<file path="config.mk">
export PLATFORM = sky130hd
export DESIGN_NAME = multicycle_control_fsm
export DESIGN_NICKNAME = d
export VERILOG_FILES = /design/src/rtl/core_ctrl_pkg.sv /design/src/rtl/ctrl_output_decode.sv /design/src/rtl/multicycle_control_fsm.sv
export SDC_FILE = /design/constraint.sdc
export NUM_CORES = 1
export LEC_CHECK = 0
export ABC_CLOCK_PERIOD_IN_PS = 5300
export BUFFER_PORTS_ARGS = -buffer_cell sky130_fd_sc_hd__buf_2
export CORE_MARGIN = 3
export CORE_UTILIZATION = 55
export CTS_CLUSTER_DIAMETER = 40
export DETAILED_ROUTE_END_ITERATION = 12
export PLACE_DENSITY_LB_ADDON = 0.1
export SLEW_MARGIN = 20
export SYNTH_ARGS = -nofsm -noshare
export SYNTH_HDL_FRONTEND = slang
export SYNTH_HIERARCHICAL = 1
export SYNTH_SLANG_ARGS = --single-unit
</file>
<file path="constraint.sdc">
create_clock -name clk -period 5.3 [get_ports clk]
set_input_delay 1.06 -clock clk [delete_from_list [all_inputs] [get_ports clk]]
set_output_delay 1.06 -clock clk [all_outputs]
set_load 0.005 [all_outputs]
</file>
<file path="src/rtl/core_ctrl_pkg.sv">
// core_ctrl_pkg: state encoding, opcode/ALUOp/select constants and opcode dispatch for the multicycle control FSM
package core_ctrl_pkg;

    typedef enum logic [3:0] {
        S_IDLE   = 4'd0,
        S_FETCH  = 4'd1,
        S_DECODE = 4'd2,
        S_MEMADR = 4'd3,
        S_MEMRD  = 4'd4,
        S_MEMWB  = 4'd5,
        S_MEMWR  = 4'd6,
        S_EXECR  = 4'd7,
        S_EXECI  = 4'd8,
        S_ALUWB  = 4'd9,
        S_BRANCH = 4'd10,
        S_JAL    = 4'd11,
        S_JALR   = 4'd12,
        S_LUI    = 4'd13,
        S_AUIPC  = 4'd14,
        S_TRAP   = 4'd15
    } state_t;

    localparam logic [6:0] OPC_LOAD   = 7'b0000011;
    localparam logic [6:0] OPC_STORE  = 7'b0100011;
    localparam logic [6:0] OPC_OP     = 7'b0110011;
    localparam logic [6:0] OPC_OPIMM  = 7'b0010011;
    localparam logic [6:0] OPC_BRANCH = 7'b1100011;
    localparam logic [6:0] OPC_JAL    = 7'b1101111;
    localparam logic [6:0] OPC_JALR   = 7'b1100111;
    localparam logic [6:0] OPC_LUI    = 7'b0110111;
    localparam logic [6:0] OPC_AUIPC  = 7'b0010111;

    localparam logic [1:0] ALUOP_ADD   = 2'b00;
    localparam logic [1:0] ALUOP_BR    = 2'b01;
    localparam logic [1:0] ALUOP_FUNCT = 2'b10;
    localparam logic [1:0] ALUOP_LUI   = 2'b11;

    localparam logic [1:0] SRCA_PC    = 2'b00;
    localparam logic [1:0] SRCA_RS1   = 2'b01;
    localparam logic [1:0] SRCA_OLDPC = 2'b10;

    localparam logic [1:0] SRCB_RS2 = 2'b00;
    localparam logic [1:0] SRCB_4   = 2'b01;
    localparam logic [1:0] SRCB_IMM = 2'b10;

    localparam logic [1:0] PCSRC_ALU    = 2'b00;
    localparam logic [1:0] PCSRC_ALUOUT = 2'b01;
    localparam logic [1:0] PCSRC_JALR   = 2'b10;

    localparam logic [1:0] M2R_ALUOUT = 2'b00;
    localparam logic [1:0] M2R_MDR    = 2'b01;
    localparam logic [1:0] M2R_PC     = 2'b10;

    // Unknown opcodes fall into TRAP, which only reset leaves
    function automatic state_t dispatch(logic [6:0] opc);
        case (opc)
            OPC_LOAD, OPC_STORE: return S_MEMADR;
            OPC_OP:              return S_EXECR;
            OPC_OPIMM:           return S_EXECI;
            OPC_BRANCH:          return S_BRANCH;
            OPC_JAL:             return S_JAL;
            OPC_JALR:            return S_JALR;
            OPC_LUI:             return S_LUI;
            OPC_AUIPC:           return S_AUIPC;
            default:             return S_TRAP;
        endcase
    endfunction

endpackage

</file>
<file path="src/rtl/ctrl_output_decode.sv">
// ctrl_output_decode: combinational state -> datapath control word, with memory-handshake gating
module ctrl_output_decode
    import core_ctrl_pkg::*;
(
    input  state_t     state,
    input  logic       mem_ready,
    output logic [1:0] alu_op,
    output logic [1:0] alu_src_a,
    output logic [1:0] alu_src_b,
    output logic       iord,
    output logic       mem_read,
    output logic       mem_write,
    output logic       ir_write,
    output logic       pc_write,
    output logic       pc_write_cond,
    output logic [1:0] pc_source,
    output logic       reg_write,
    output logic [1:0] mem_to_reg
);

    // Everything defaults to 0 so IDLE, TRAP and any unlisted state assert nothing
    always_comb begin
        alu_op        = ALUOP_ADD;
        alu_src_a     = SRCA_PC;
        alu_src_b     = SRCB_RS2;
        iord          = 1'b0;
        mem_read      = 1'b0;
        mem_write     = 1'b0;
        ir_write      = 1'b0;
        pc_write      = 1'b0;
        pc_write_cond = 1'b0;
        pc_source     = PCSRC_ALU;
        reg_write     = 1'b0;
        mem_to_reg    = M2R_ALUOUT;
        case (state)
            S_FETCH:  begin mem_read = 1'b1; alu_src_b = SRCB_4; ir_write = mem_ready; pc_write = mem_ready; end
            S_DECODE: begin alu_src_a = SRCA_OLDPC; alu_src_b = SRCB_IMM; end
            S_MEMADR: begin alu_src_a = SRCA_RS1; alu_src_b = SRCB_IMM; end
            S_MEMRD:  begin mem_read = 1'b1; iord = 1'b1; end
            S_MEMWB:  begin reg_write = mem_ready; mem_to_reg = M2R_MDR; end
            S_MEMWR:  begin mem_write = 1'b1; iord = 1'b1; end
            S_EXECR:  begin alu_src_a = SRCA_RS1; alu_op = ALUOP_FUNCT; end
            S_EXECI:  begin alu_src_a = SRCA_RS1; alu_src_b = SRCB_IMM; alu_op = ALUOP_FUNCT; end
            S_ALUWB:  reg_write = 1'b1;
            S_BRANCH: begin alu_src_a = SRCA_RS1; alu_op = ALUOP_BR; pc_write_cond = 1'b1; pc_source = PCSRC_ALUOUT; end
            S_JAL:    begin pc_write = 1'b1; pc_source = PCSRC_ALUOUT; reg_write = 1'b1; mem_to_reg = M2R_PC; end
            S_JALR:   begin alu_src_a = SRCA_RS1; alu_src_b = SRCB_IMM; pc_write = 1'b1; pc_source = PCSRC_JALR; reg_write = 1'b1; mem_to_reg = M2R_PC; end
            S_LUI:    begin alu_src_b = SRCB_IMM; alu_op = ALUOP_LUI; end
            S_AUIPC:  begin alu_src_a = SRCA_OLDPC; alu_src_b = SRCB_IMM; end
            default:  ;
        endcase
    end

endmodule

</file>
<file path="src/rtl/multicycle_control_fsm.sv">
// multicycle_control_fsm: RV32I multicycle sequencer with retired-instruction counter and sticky illegal flag
module multicycle_control_fsm
    import core_ctrl_pkg::*;
#(
    parameter int CNT_W = 32
) (
    input  logic             clk,
    input  logic             rst_n,
    input  logic             run,
    input  logic [6:0]       opcode,
    input  logic             mem_ready,
    output logic [1:0]       alu_op,
    output logic [1:0]       alu_src_a,
    output logic [1:0]       alu_src_b,
    output logic             iord,
    output logic             mem_read,
    output logic             mem_write,
    output logic             ir_write,
    output logic             pc_write,
    output logic             pc_write_cond,
    output logic [1:0]       pc_source,
    output logic             reg_write,
    output logic [1:0]       mem_to_reg,
    output logic             illegal,
    output logic [3:0]       state,
    output logic [CNT_W-1:0] retired
);

    state_t state_q;
    state_t nxt;
    logic   is_store;

    assign state = state_q;

    // Next state; single-cycle states not listed fall back to FETCH
    always_comb begin
        nxt = state_q;
        case (state_q)
            S_IDLE:                            nxt = run ? S_FETCH : S_IDLE;
            S_FETCH:                           nxt = mem_ready ? S_DECODE : S_FETCH;
            S_DECODE:                          nxt = dispatch(opcode);
            S_MEMADR:                          nxt = is_store ? S_MEMWR : S_MEMRD;
            S_MEMRD:                           nxt = mem_ready ? S_MEMWB : S_MEMRD;
            S_MEMWR:                           nxt = mem_ready ? S_FETCH : S_MEMWR;
            S_EXECR, S_EXECI, S_LUI, S_AUIPC:  nxt = S_ALUWB;
            S_TRAP:                            nxt = S_TRAP;
            default:                           nxt = S_FETCH;
        endcase
    end

    // State, load/store flag, sticky illegal and retire count; a fetch stall is not a retirement
    always_ff @(posedge clk or negedge rst_n) begin
        if (!rst_n) begin
            state_q  <= S_IDLE;
            is_store <= 1'b0;
            illegal  <= 1'b0;
            retired  <= '0;
        end else begin
            state_q <= nxt;
            if (state_q == S_DECODE) is_store <= opcode[5];
            if (nxt == S_TRAP) illegal <= 1'b1;
            if (nxt == S_FETCH && state_q != S_IDLE && state_q != S_FETCH) retired <= retired + 1'b1;
        end
    end

    ctrl_output_decode u_dec (
        .state         (state_q),
        .mem_ready     (mem_ready),
        .alu_op        (alu_op),
        .alu_src_a     (alu_src_a),
        .alu_src_b     (alu_src_b),
        .iord          (iord),
        .mem_read      (mem_read),
        .mem_write     (mem_write),
        .ir_write      (ir_write),
        .pc_write      (pc_write),
        .pc_write_cond (pc_write_cond),
        .pc_source     (pc_source),
        .reg_write     (reg_write),
        .mem_to_reg    (mem_to_reg)
    );

endmodule

</file>
; ---- Word-level counts from Yosys, hierarchy flattened
; Cells that the tools add are included.
; W data, S select, Z words.
[word_totals]
regBits = 38
input_bits = 11
out_inout_bits = 54
word_cells = 66
[op_classes]
n_addsub = 1
eq_ne = 27
n_mux = 19
reduce_logical = 15
[op_table]
columns = op, n
row1 = $pmux W4 S8, 2
row2 = $eq A4 B4 Y1 const B, 9
row3 = $add A32 B1 Y32 const B, 1
row4 = $eq A7 B6 Y1 const B, 3
row5 = $eq A7 B7 Y1 const B, 3
row6 = $eq A4 B3 Y1 const B, 4
row7 = $pmux W2 S2, 4
row8 = $eq A7 B5 Y1 const B, 2
row9 = $reduce_or A2 Y1, 7
row10 = $eq A4 B1 Y1 const B, 2
row11 = $eq A4 B2 Y1 const B, 2
row12 = $eq A7 B2 Y1 const B, 1
row13 = $mux W1, 7
row14 = $pmux W2 S3, 1
row15 = $reduce_or A6 Y1, 1
row16 = $reduce_or A5 Y1, 1
row17 = $logic_not A4 Y1, 1
row18 = $mux W2, 2
row19 = $ne A4 B1 Y1 const B, 1
row20 = $pmux W1 S2, 2
row21 = $reduce_bool A4 Y1, 1
row22 = $reduce_or A4 Y1, 1
row23 = $mux W3, 1
row24 = $reduce_or A3 Y1, 1
row25 = $logic_and A1 B1 Y1, 2

; ---- Logic depth before layout (Yosys ltp)
[logic_depth]
ltp_word = 7
depth_mapped = 8
mapped_depth_nobuf = 6

; ---- Hierarchy
; Netlist, hierarchy kept.
[modules_own_cells]
columns = module, n_inst, cells_per_inst, area_per_inst_um2, seq_area_each_um2
row1 = multicycle_control_fsm, 1, 216, 2157.1, 950.9
row2 = ctrl_output_decode, 1, 38, 282.8, 0.0

; ---- Worst setup path after synthesis
; No wires, ideal clock.
[synth_timing]
kind = input port to output port
startpoint = input port mem_ready
endpoint = output port reg_write
t_arrival_ns = 1.555
required_ns = 4.240
path_slack_ns = 2.685
cell_stages = 2
path_buffers = 0
path_cell_list = and4bb_2 a211o_1
[synth_between]
elab_chain_cells = 1
[synth_lines]
columns = element, line
row1 = "start, declared", multicycle_control_fsm.sv:11  ; input logic mem_ready,
row2 = $pmux W1 S2, ctrl_output_decode.sv:35  ; case (state)
row3 = "end, declared", multicycle_control_fsm.sv:22  ; output logic reg_write,
; No other way between the ends.

; ---- Final worst setup path
[layout_timing]
startpoint = input port opcode[4]
endpoint = register retired[1]
[layout_between]
elab_chain_cells = 7
elab_cells_between_ends = 15
cone_classes = eq/ne (10) / mux (2) / reduce/logical (3)
[layout_lines]
columns = element, line
row1 = "start, declared", multicycle_control_fsm.sv:10  ; input logic [6:0] opcode,
row2 = $eq A7 B2 Y1 or $eq A7 B6 Y1 (tied branches), core_ctrl_pkg.sv:56  ; case (opc)
row3 = $reduce_or A2 Y1, core_ctrl_pkg.sv:56
row4 = $pmux W4 S8 (*), core_ctrl_pkg.sv:56
row5 = $pmux W4 S8 (*), multicycle_control_fsm.sv:38  ; case (state_q)
row6 = via nxt[2], multicycle_control_fsm.sv:30  ; state_t nxt;
row7 = $eq A4 B1 Y1 (*), multicycle_control_fsm.sv:62  ; if (nxt == S_FETCH && state_q != S_IDLE && state_q != S_FETCH) retired <= retired + 1'b1;
row8 = $logic_and A1 B1 Y1 (*) (2 in series), multicycle_control_fsm.sv:62
row9 = "end signal, assigned", multicycle_control_fsm.sv:62
row10 = "end, declared", multicycle_control_fsm.sv:26  ; output logic [CNT_W-1:0] retired
; Mark *: on every way through the listed nets, which the timed path passes. The rest lies on a longest branch.
; A chain may end at the register's enable or synchronous reset.

==> results.toml <==
[timing]
grt_setup_unrepaired = "no"
tightestPinTransition_ns = 1.10
max_freq_ghz = 0.310
setup_tns_ns = 0
period_share_pct = 60.8
setup_viol = 0
post-route-min-period_ns = 3.22
skew_ns = 0.00339
drv_slew = 0
hold_viol = 0
maxSlewHeadroom_pct = 26.7

[finish]
n_antenna_cell = 0
fin_cells = 361
layout.nets = 323
final_common_cell = "buf_2"
layout_common_cells = "64 x buf_2, 38 x dfrtp_1, 31 x xnor2_1"
layout-drive-gt1-share_pct = 26.0
area_growth_pct = 15.3
fin_util_pct = 67.9

[critical_path]
cp_max_fo = 31
crit_path_start = "opcode[4]"
crit_chain = "buf_2, and2b_1, o2111ai_1, a221o_1, nor3_4, nand3_2, mux2_1"
crit_type = "in2reg"
cp-end-kind = "flop"
arrival_ns = 3.39
cp_slowest_stage_delay_ns = 0.90
slowest_stage = "nor3_4"
reg2reg_depth = 6
crit_end = "retired[1]"
rr_endpoint = "retired[1]"
rrSetupSlack_ns = 2.20
cp.required_ns = 5.46
start_kind = "primary input"
r2r-start = "state[2]"

[job]
drv_cap = 0

[drt]
drcViolationCount = 0
drt_iter0_drc = 197
firstDrtPassIters = 4
wl_per_cell_um = 14.6
routed-via-count = 2123
postRouteAntennaNets = 0
wl_um = 5270
viasPerCell = 5.88

[power]
p_per_area_mw_per_mm2 = 418
comb_power_share_pct = 46.8
p_clk_share_pct = 15.4
p_seq_share_pct = 37.8
p_sw_mw = 0.523
p_int_mw = 0.652
p_sw_share_pct = 44.5
ir_worst_vdd_mv = 0.389
p_leak_nw = 1.35

[die]
core-area_mm2 = 0.00414
die_h_um = 72.6
die-width_um = 72.6
start_util_pct = 58.9
io_pins = 65
dieArea_mm2 = 0.00527
rows = 23

[grt]
grt_antenna_before_repair = 0
grt_pass1_vias = 1842
grt_util_all_layers_pct = 20.4
grt_remaining_overflow = 0
grt_max_degree = 39
grt_pass1_wl_um = 8650

[clock_network]
insertion_delay_ns = 0.28
htreeDepth = 2
clockBufferDepth = 2
ctsHoldBuffers = 0
cts_tree = "done"
cts_root_buffer = "clkbuf_8"
clk_pin_slew_ns = 0.07
cts_made_buffers = 5
post-cts-setup-buffer-count = 0
cts_resized = 0
cts.sinks = 38

[synth]
ys_types = 58
syn_area_mm2 = 0.00244
async_flop_share_pct = 100
ys_warn_count = 6
synthCells = 254
ys_ff_latch = 38
synth_nets = 266
ys_seq_area_share_pct = 39.0
avgSynthCellArea_um2 = 9.61
synth-edff-count = 0
ys.flop_type = "dfrtp_1"

[worst_hold_path]
worstHoldPathType = "reg2reg"

[outcome]
status = "finished clean"

[placed_design]
port_buffers = 64
dp_hpwl_um = 3710
gp_congestion = 0.836
numPlacedInstances = 354
## worst min-delay path by stage
| stage | startpoint | endpoint | slack, ns | cells after the start |
|---|---|---|---|---|
| 2_1_floorplan | illegal | illegal | 0.46 | 1 |
| 3_3_place_gp | retired[31] | retired[31] | 0.46 | 1 |
| 3_5_place_dp | retired[31] | retired[31] | 0.46 | 1 |
| 4_1_cts | retired[31] | retired[31] | 0.47 | 1 |
| 5_1_grt | illegal | illegal | 0.51 | 1 |
| 6_report | retired[31] | retired[31] | 0.46 | 1 |
## power by group through the flow
stage                     Sequential [mW]  Clock, mW  Combinational (mW)
after floorplan                     0.388          0               0.497
after global placement              0.447          0               0.541
after detailed placement            0.449          0               0.546
after CTS                           0.443      0.187               0.551
after global routing                0.462      0.201               0.609
final                               0.444      0.181               0.550
## metal layers
metal	global-route usage, %	wire (µm)
met2	31.1	2410
met4	5.33	43
met5	0	0
met1	29.7	2470
met3	3.99	349
## cells in the mapped netlist, types with 2 or more instances
cell type  instances  area, µm²
a211o_1            2       17.5
a21oi_1            4       20.0
and2_1            10       62.6
and3_1            14       87.6
and3b_1            4       35.0
and4_1             6       52.6
and4bb_2           2       25.0
buf_2              5       25.0
buf_6              4       45.0
clkbuf_1           4       15.0
dfrtp_1           38        951
inv_1              4       15.0
nand2_1           14       52.6
nand2b_1           5       31.3
nand3_1           11       55.1
nand3b_1           2       15.0
nand4_1           30        188
nor2_1            14       52.6
nor2b_1            3       18.8
nor3b_1            5       37.5
nor4b_1            2       17.5
o2111ai_1          2       17.5
o21ai_0            2       10.0
o2bb2ai_1          2       17.5
or3b_1             2       17.5
xnor2_1           31        272
## worst max-delay path, delay by kind of cell
kind	cells	cell delay, ns
buf+inv	1	0.13
mux	1	0.35
compound gates	2	0.55
simple gates	3	1.30
## per-stage QoR
stage          total power [mW]  cell area [µm²]  setup slack [ns]  hold slack [ns]
2_1_floorplan             0.885             2440              2.68            0.460
3_3_place_gp              0.988             2740              1.88            0.455
3_5_place_dp              0.995             2740              1.85            0.463
4_1_cts                    1.18             2810              2.12            0.472
5_1_grt                    1.27             2810              1.94            0.509
6_report                   1.18             2810              2.08            0.463
## sequential cells by signal (all words and copies together) (netlist names)
name and cells:
state 4, is_store 1, illegal 1, retired 32
## layout make-up
type                            count  area, µm²
Inverter                            4       15.0
Timing Repair Buffer               65        328
Multi-Input combinational cell    197       1380
Tap cell                           50       62.6
Fill cell                         364       1330
Clock buffer                        7       76.3
Sequential cell                    38        951
## cell families (layout without fill, tap and decap cells)
| group | Yosys count | count (layout) | synth area share (%) |
|---|---|---|---|
| AO/OA/AOI/OAI | 25 | 25 | 7.64 |
| XOR/XNOR | 32 | 32 | 11.5 |
| adder cells (fa/ha/maj) | 1 | 1 | 0.513 |
| buffers and inverters | 19 | 76 | 4.56 |
| flip-flops | 38 | 38 | 39.0 |
| multiplexers | 3 | 3 | 1.33 |
| AND/OR/NAND/NOR | 136 | 136 | 35.5 |
Power figures use the tool's default switching activity.
